`config.mk`:
```
export PLATFORM = sky130hd
export DESIGN_NAME = mem_access_unit
export DESIGN_NICKNAME = d
export VERILOG_FILES = /design/src/rtl/mem_access_unit.sv
export SDC_FILE = /design/constraint.sdc
export NUM_CORES = 1
export LEC_CHECK = 0
export BUFFER_PORTS_ARGS = -buffer_cell sky130_fd_sc_hd__buf_2
export CAP_MARGIN = 20
export CORE_UTILIZATION = 48
export DETAILED_ROUTE_END_ITERATION = 6
export GPL_ROUTABILITY_DRIVEN = 0
export HOLD_SLACK_MARGIN = 0.08
export PLACE_DENSITY = 0.78
export SYNTH_ARGS = -nofsm -noshare
export SYNTH_HDL_FRONTEND = slang
export SYNTH_SLANG_ARGS = --single-unit
```
`constraint.sdc`:
```
create_clock -name clk -period 2.5 [get_ports clk]
set_input_delay 0.375 -clock clk [delete_from_list [all_inputs] [get_ports clk]]
set_output_delay 0.375 -clock clk [all_outputs]
set_load 0.02 [all_outputs]
```
`src/rtl/mem_access_unit.sv`:
```
// mem_access_unit
// Memory-stage responder for decoded load/store instructions. It accepts one
// load or store from EX/MEM and turns it into a word-aligned request on a
// valid/ready data-memory port, with byte-lane write enables. Load data is
// returned sign- or zero-extended. The pipeline is stalled until the access
// completes. Misaligned or illegal requests and load response timeouts are
// reported as one-cycle pulses.
//
// Ports:
//   clk, rst          clock; synchronous active-high reset
//   ex_valid          EX/MEM holds a valid instruction
//   opcode            LB/LH/LW/LBU/LHU/SB/SH/SW opcode
//   mem_rd, mem_wrt   load / store request from decode
//   addr, store_data  byte address and right-justified store value
//   stall             freeze PC and pipeline registers
//   load_data         extended load result, qualified by load_valid
//   misaligned        fault pulse: misaligned or illegal request
//   timeout           fault pulse: no load response in time
//   dmem_*            data-memory request/response port
module mem_access_unit #(
  parameter int TIMEOUT_CYCLES = 255,  // 0 disables the timeout
  parameter int CNT_W          = 8     // 2**CNT_W > TIMEOUT_CYCLES
) (
  input  logic        clk,
  input  logic        rst,
  input  logic        ex_valid,
  input  logic [5:0]  opcode,
  input  logic        mem_rd,
  input  logic        mem_wrt,
  input  logic [31:0] addr,
  input  logic [31:0] store_data,
  output logic        stall,
  output logic [31:0] load_data,
  output logic        load_valid,
  output logic        misaligned,
  output logic        timeout,
  output logic        dmem_req_valid,
  input  logic        dmem_req_ready,
  output logic [31:0] dmem_addr,
  output logic [3:0]  dmem_we,
  output logic [31:0] dmem_wdata,
  input  logic        dmem_resp_valid,
  input  logic [31:0] dmem_resp_data
);

  localparam logic [5:0] OP_LB  = 6'h20;
  localparam logic [5:0] OP_LH  = 6'h21;
  localparam logic [5:0] OP_LW  = 6'h23;
  localparam logic [5:0] OP_LBU = 6'h24;
  localparam logic [5:0] OP_LHU = 6'h25;
  localparam logic [5:0] OP_SB  = 6'h28;
  localparam logic [5:0] OP_SH  = 6'h29;
  localparam logic [5:0] OP_SW  = 6'h2b;

  localparam logic [CNT_W-1:0] TO_LAST =
    CNT_W'((TIMEOUT_CYCLES == 0) ? 0 : TIMEOUT_CYCLES - 1);

  typedef enum logic [1:0] {S_IDLE, S_REQ, S_WAIT} state_t;

  state_t            state;
  logic [5:0]        op_q;
  logic [31:0]       addr_q;
  logic [3:0]        we_q;
  logic [31:0]       wdata_q;
  logic              is_load_q;
  logic [CNT_W-1:0]  cnt;

  // Decode of the incoming instruction.
  logic        is_load_op, is_store_op, is_half, is_word;
  logic        mem_op, illegal, unaligned, accept;
  logic [3:0]  we_d;
  logic [31:0] wdata_d;

  // NOTE: every signal assigned in always_comb gets a default first, so no
  // path through the case can leave it unassigned and infer a latch.
  always_comb begin
    we_d    = 4'b0000;
    wdata_d = 32'h0;
    case (opcode)
      OP_SB: begin
        we_d    = 4'b0001 << addr[1:0];
        wdata_d = {4{store_data[7:0]}};
      end
      OP_SH: begin
        we_d    = 4'b0011 << {addr[1], 1'b0};
        wdata_d = {2{store_data[15:0]}};
      end
      OP_SW: begin
        we_d    = 4'b1111;
        wdata_d = store_data;
      end
      default: ;
    endcase
  end

  assign is_load_op  = (opcode == OP_LB) || (opcode == OP_LH) || (opcode == OP_LW) ||
                       (opcode == OP_LBU) || (opcode == OP_LHU);
  assign is_store_op = (opcode == OP_SB) || (opcode == OP_SH) || (opcode == OP_SW);
  assign is_half     = (opcode == OP_LH) || (opcode == OP_LHU) || (opcode == OP_SH);
  assign is_word     = (opcode == OP_LW) || (opcode == OP_SW);

  assign mem_op    = ex_valid && (mem_rd || mem_wrt);
  // The request flag must agree with the opcode class; both flags is never legal.
  assign illegal   = (mem_rd && mem_wrt) || (mem_rd && !is_load_op) ||
                     (mem_wrt && !is_store_op);
  assign unaligned = (is_half && addr[0]) || (is_word && (addr[1:0] != 2'b00));
  assign accept    = mem_op && !illegal && !unaligned;

  // Completion conditions of the outstanding access.
  logic store_done, resp_ok, to_hit;
  assign store_done = (state == S_REQ) && dmem_req_ready && !is_load_q;
  assign resp_ok    = (state == S_WAIT) && dmem_resp_valid;
  assign to_hit     = (TIMEOUT_CYCLES != 0) && (state == S_WAIT) &&
                      !dmem_resp_valid && (cnt == TO_LAST);

  // Lane extraction uses the latched offset and opcode.
  logic [7:0]  lane_b;
  logic [15:0] lane_h;
  logic [31:0] ext_data;

  always_comb begin
    lane_b   = dmem_resp_data[8*addr_q[1:0] +: 8];
    lane_h   = addr_q[1] ? dmem_resp_data[31:16] : dmem_resp_data[15:0];
    ext_data = dmem_resp_data;
    case (op_q)
      OP_LB:   ext_data = {{24{lane_b[7]}}, lane_b};
      OP_LBU:  ext_data = {24'h0, lane_b};
      OP_LH:   ext_data = {{16{lane_h[15]}}, lane_h};
      OP_LHU:  ext_data = {16'h0, lane_h};
      default: ext_data = dmem_resp_data;
    endcase
  end

  // Outputs are decoded from state so the pipeline sees stall release and
  // load data in the completing cycle; reset forces every output low.
  assign stall = !rst && (((state == S_IDLE) && accept) ||
                          ((state == S_REQ)  && !store_done) ||
                          ((state == S_WAIT) && !resp_ok && !to_hit));
  assign misaligned     = !rst && (state == S_IDLE) && mem_op && !accept;
  assign timeout        = !rst && to_hit;
  assign load_valid     = !rst && resp_ok;
  assign load_data      = load_valid ? ext_data : 32'h0;
  assign dmem_req_valid = !rst && (state == S_REQ);
  assign dmem_addr      = dmem_req_valid ? {addr_q[31:2], 2'b00} : 32'h0;
  assign dmem_we        = dmem_req_valid ? we_q : 4'b0000;
  assign dmem_wdata     = dmem_req_valid ? wdata_q : 32'h0;

  // NOTE: sequential state uses non-blocking assignments so every register
  // samples pre-edge values regardless of statement order.
  always_ff @(posedge clk) begin
    if (rst) begin
      state     <= S_IDLE;
      cnt       <= '0;
      // NOTE: the latched request fields are reset too, so nothing stale can
      // reach the memory port before the first accepted instruction.
      op_q      <= 6'h0;
      addr_q    <= 32'h0;
      we_q      <= 4'h0;
      wdata_q   <= 32'h0;
      is_load_q <= 1'b0;
    end else begin
      case (state)
        S_IDLE: begin
          if (accept) begin
            op_q      <= opcode;
            addr_q    <= addr;
            we_q      <= we_d;
            wdata_q   <= wdata_d;
            is_load_q <= mem_rd;
            state     <= S_REQ;
          end
        end
        S_REQ: begin
          if (dmem_req_ready) begin
            if (is_load_q) begin
              cnt   <= '0;
              state <= S_WAIT;
            end else begin
              state <= S_IDLE;
            end
          end
        end
        S_WAIT: begin
          if (dmem_resp_valid || to_hit) begin
            state <= S_IDLE;
          end else begin
            cnt <= cnt + CNT_W'(1);
          end
        end
        default: state <= S_IDLE;
      endcase
    end
  end

endmodule

```
# Yosys cells after proc, flatten, opt, wreduce, memory -nomap -nowiden
# Cells that the tools add are included.
# Widths: inputs -> output; s select.
[totals]
elab_cells = 105
input_bits = 109
out_inout_bits = 105
regBits = 85
[classes]
n_mux = 17
eq_ne = 20
shifts = 3
n_reduce_logical = 57
n_addsub = 1
[op_table]
columns = ["cell", "n"]
rows = [
  ["$pmux 32 s4", 1],
  ["$mux 32", 3],
  ["$pmux 32 s3", 1],
  ["$eq 6x6->1 const B", 12],
  ["$shiftx 32x6->8", 1],
  ["$logic_and 1x1->1", 24],
  ["$mux 8", 3],
  ["$logic_or 1x1->1", 16],
  ["$mux 16", 1],
  ["$pmux 8 s2", 1],
  ["$pmux 4 s3", 1],
  ["$logic_not 1->1", 11],
  ["$add 8x1->8 const B", 1],
  ["$eq 8x8->1 const B", 1],
  ["$mux 2", 4],
  ["$ne 2x2->1 const B", 4],
  ["$pmux 2 s3", 1],
  ["$mux 4", 1],
  ["$reduce_and 4->1", 1],
  ["$reduce_bool 2->1", 2],
  ["$shl 1x2->4 const A", 1],
  ["$shl 2x2->4 const A", 1],
  ["$reduce_and 3->1", 1],
  ["$eq 2x1->1 const B", 1],
  ["4 further kinds", 4],
]

# Logic depth before layout (Yosys ltp)
[depth]
ltp_word = 16
mapped_depth = 8

# Least setup slack after synthesis
# Ideal clock, no wire load.
[synth_timing]
path_type = "flip-flop to output port"
from = "register op_q[1]"
to = "output port load_data[14]"
t_arrival_ns = 2.165
path_buffers = 2
path_slack_ns = -0.040
stages_incl_launch_ff = 7
cell_sequence = "dfxtp_1 > or4b_1 > clkbuf_1 > or2_0 > buf_2 > a2111o_1 > a31oi_1"
[synth_between]
elab_chain_len = 3
elab_cells_between_ends = 6
classes_between = "eq/ne (4); mux (2)"
[synth_rtl]
columns = ["element", "line_no", "text"]
rows = [
  ["start: declaration", "61", "logic [5:0] op_q;"],
  ["start signal: assignment", "165", "op_q <= opcode;"],
  ["$eq 6x6->1", "125", "case (op_q)"],
  ["$pmux 32 s4 (*)", "125", ""],
  ["$mux 32 (*)", "142", "assign load_data = load_valid ? ext_data : 32'h0;"],
  ["end: declaration", "33", "output logic [31:0] load_data,"],
]
# Every way passes the cells marked *; elsewhere a longest branch is shown, timed or not.

# Worst setup path in the final report
[layout_timing]
from = "register op_q[1]"
to = "output port load_data[11]"
# The elaborated chain is that of the path after synthesis.

==> results.cfg <==
[yosys]
yosys.area_share.xor_xnor_pct = 0.354
netlist_instances = 664
synthSimpleGateAreaFrac_pct = 29.5
ys_ff_latch = 85
synth_fa_ha_area_share_pct = 0.506
synthMuxAreaShare_pct = 0.658
synth-seq-area-share_pct = 34.4
synth-edff-count = 0
synth_compound_area_share_pct = 28.0
postSynth.asyncResetShare_pct = 0
synth-main-ff-cell = dfxtp_1
avgSynthCellArea_sq_um = 7.45
synth_area_leaders = dfxtp_1 34%, and2_1 8.7%, a21oi_1 7.6%, o21ai_0 5.7%, nand3_1 5.2%
yosysTopAreaCellShare_pct = 34.4
yosysTopAreaCell = dfxtp_1
synth_area_sq_um = 4940
yosys_warnings = 0
synth_top_family_by_area = simple AND/OR/NAND/NOR gates
ys_types = 52

[cts]
clk_latency_ns = 0.36
cts_tree = built
cts-root-buf = clkbuf_8
cts_buffers = 9
ctsHtreeMaxLevel = 3
clk_pin_slew_worst_paths_ns = 0.10
cts.path.max_buffers = 2
cts_sinks = 85

[critical_path]
cp_cell_sequence = or4b_4 > or2_1 > a2111o_1 > a31oi_1 > buf_4
crit_path_top_delay_cell = or4b_4
worstPathArrival_ns = 2.32
endpoint_kind = output port
critPathLaunchType = flop
crit_required_ns = 2.12
slowest_delay_ns = 0.54
cp_max_fo = 7
critPathKind = reg -> out

[route]
route.vias.total = 5736
drt_wl_total_um = 16200
drc = 0
drtIter0Drc = 335
antenna_left = 0
first_pass_iters = 6
wl_per_cell_um = 16.5
via_per_inst = 5.86

[floorplan]
ios = 214
fp.dieW_um = 103
fp-row-count = 36
fp.dieH_um = 103
core_area_sq_um = 9860
die-area_sq_um = 10700
initial_utilization_pct = 50.1

[power]
ir_worst_vdd_mv = 0.304
p_leak_nw = 2.84
power_density_nw_per_um2 = 451

[layout]
seq_area_sq_um = 1700
synthToLayoutAreaGrowth_pct = 29.0
final_nets = 951
fin_cells = 979
drive_gt1_share_pct = 31.6
multi_input_area_sq_um = 2970
finalInstanceArea_sq_um = 6380
fillers = 865

[grt]
grt_pass1_vias = 5105
grt_max_degree = 68
grt.total_usage_pct = 28.4
grt_pass1_wl_um = 23900
grt-ovfl-total = 0
antenna_found_initial = 0

[run_status]
violations = setup timing
status = finished, violations left

[sta]
setup_viol = 24
fin_skew_ns = 0.0165
rsz0062_at_grt = true
max-slew-margin-rel_pct = 45.2
finalHoldViolCount = 0
finalCriticalPeriod_ns = 2.69
finalCritPeriodShare_pct = 108
achievable-frequency_ghz = 0.372
tightest_slew_ns = 0.818
drv_slew = 0
fin_ws_ns = -0.192
tns_ns = -1.50

[worst_hold_path]
hold_path_class = in -> reg

[place]
placed_cell_area_sq_um = 6090
dp_cells = 960
dp_hpwl_um = 11400
portBuffers = 211
pre_cts_slack_ns = -0.0904

[job]
maxCapViolCount = 0
[path summary, 6_finish.rpt]
kind               from             to  slack [ns]  cells after the start
max             op_q[1]  load_data[11]       -0.19                      5
max reg2reg      cnt[0]         cnt[4]        0.44                      7
min reg2reg  addr_q[23]     addr_q[23]        0.47                      2
min            addr[22]     addr_q[22]        0.25                      3
[cell families (layout without fill, tap and decap cells)]
logic type,Yosys count,in the layout
fa+ha+maj,2,2
compound gates,223,223
flops,85,85
simple gates,269,269
buf+inv,79,259
xor+xnor,2,2
other cells,1,3
mux,3,3
[flip-flops by register name, summed over array words and instances, names as in the netlist]
| register | cells |
|---|---|
| addr_q | 32 |
| cnt | 8 |
| is_load_q | 1 |
| op_q | 6 |
| state | 2 |
| wdata_q | 32 |
| we_q | 4 |
[worst max-delay path, delay by kind of cell, from the launching register on]
kind / cells / cell delay [ns]
buffers and inverters: 1 / 0.17
and+or+nand+nor: 2 / 0.78
AOI/OAI and AO/OA: 2 / 0.70
DFF: 1 / 0.32
[what timing repair did]
item                       CTS  global route
setup endpoints to repair   31            33
pin swaps                    1             5
gates resized for setup      6            11
buffers inserted             0             1
hold buffers                 0             0
cloned                       0             1
[metal layers]
| layer | up-vias | part of all wire, % | GRT usage, % |
|---|---|---|---|
| li1 | 2731 | - | - |
| met1 | 2672 | 39 | 33.1 |
| met2 | 300 | 50 | 51.3 |
| met3 | 33 | 8.6 | 6.38 |
| met4 | 0 | 2.4 | 9.53 |
| met5 | - | 0 | 0 |
[where the power goes]
part	switching, mW	total (mW)	internal [mW]
clock	0.546	1.02	0.478
sequential	0.0222	1.42	1.39
combinational	0.267	0.435	0.168
total	0.836	2.88	2.04
[cell usage in the layout, fill, tap and decap left out, types with 7 or more instances in the layout]
master / n
buf_2: 204
dfxtp_1: 83
a21oi_1: 75
and2_1: 69
nand2_1: 60
o21ai_0: 55
nand3_1: 51
a22oi_1: 31
nand2b_1: 29
buf_4: 20
nor2_1: 14
a31oi_1: 14
inv_1: 12
a211oi_1: 12
nor3b_1: 9
clkbuf_8: 9
nor3_1: 8
o22ai_1: 7
o221a_2: 7
a222oi_1: 7
[per-stage QoR]
step,power (mW),hold WS [ns],utilization [%]
floorplan,1.67,0.428,-
global placement,1.85,0.441,61.8
detailed placement,1.86,0.462,61.8
CTS,2.87,0.242,64.0
global route,2.98,0.249,64.6
finish,2.88,0.252,64.6
[cells in the mapped netlist (all sizes together) (2+ instances only)]
master,count
or4,2
nand2b,30
nand2,60
xnor2,2
clkbuf,53
mux2,2
nor3,8
nor2b,5
a32oi,4
nand3,51
a22oi,31
and2,69
o221a,7
inv,12
and4bb,2
o21ai,57
buf,13
a21oi,75
a222oi,7
ha,2
nor3b,9
dfxtp,85
and3,4
a31oi,15
o22ai,7
or3,6
a211oi,12
nor2,16
[final cells by class]
| type | count | share of cell area [%] |
|---|---|---|
| clock buffer | 9 | 1.94 |
| tap | 133 | 2.61 |
| timing repair buffer | 230 | 20.1 |
| inverter | 13 | 0.765 |
| antenna | 1 | 0.0392 |
| multi-input combinational | 501 | 46.6 |
| clock inverter | 7 | 1.29 |
| sequential | 85 | 26.7 |
(Power assumes the default switching activity.)
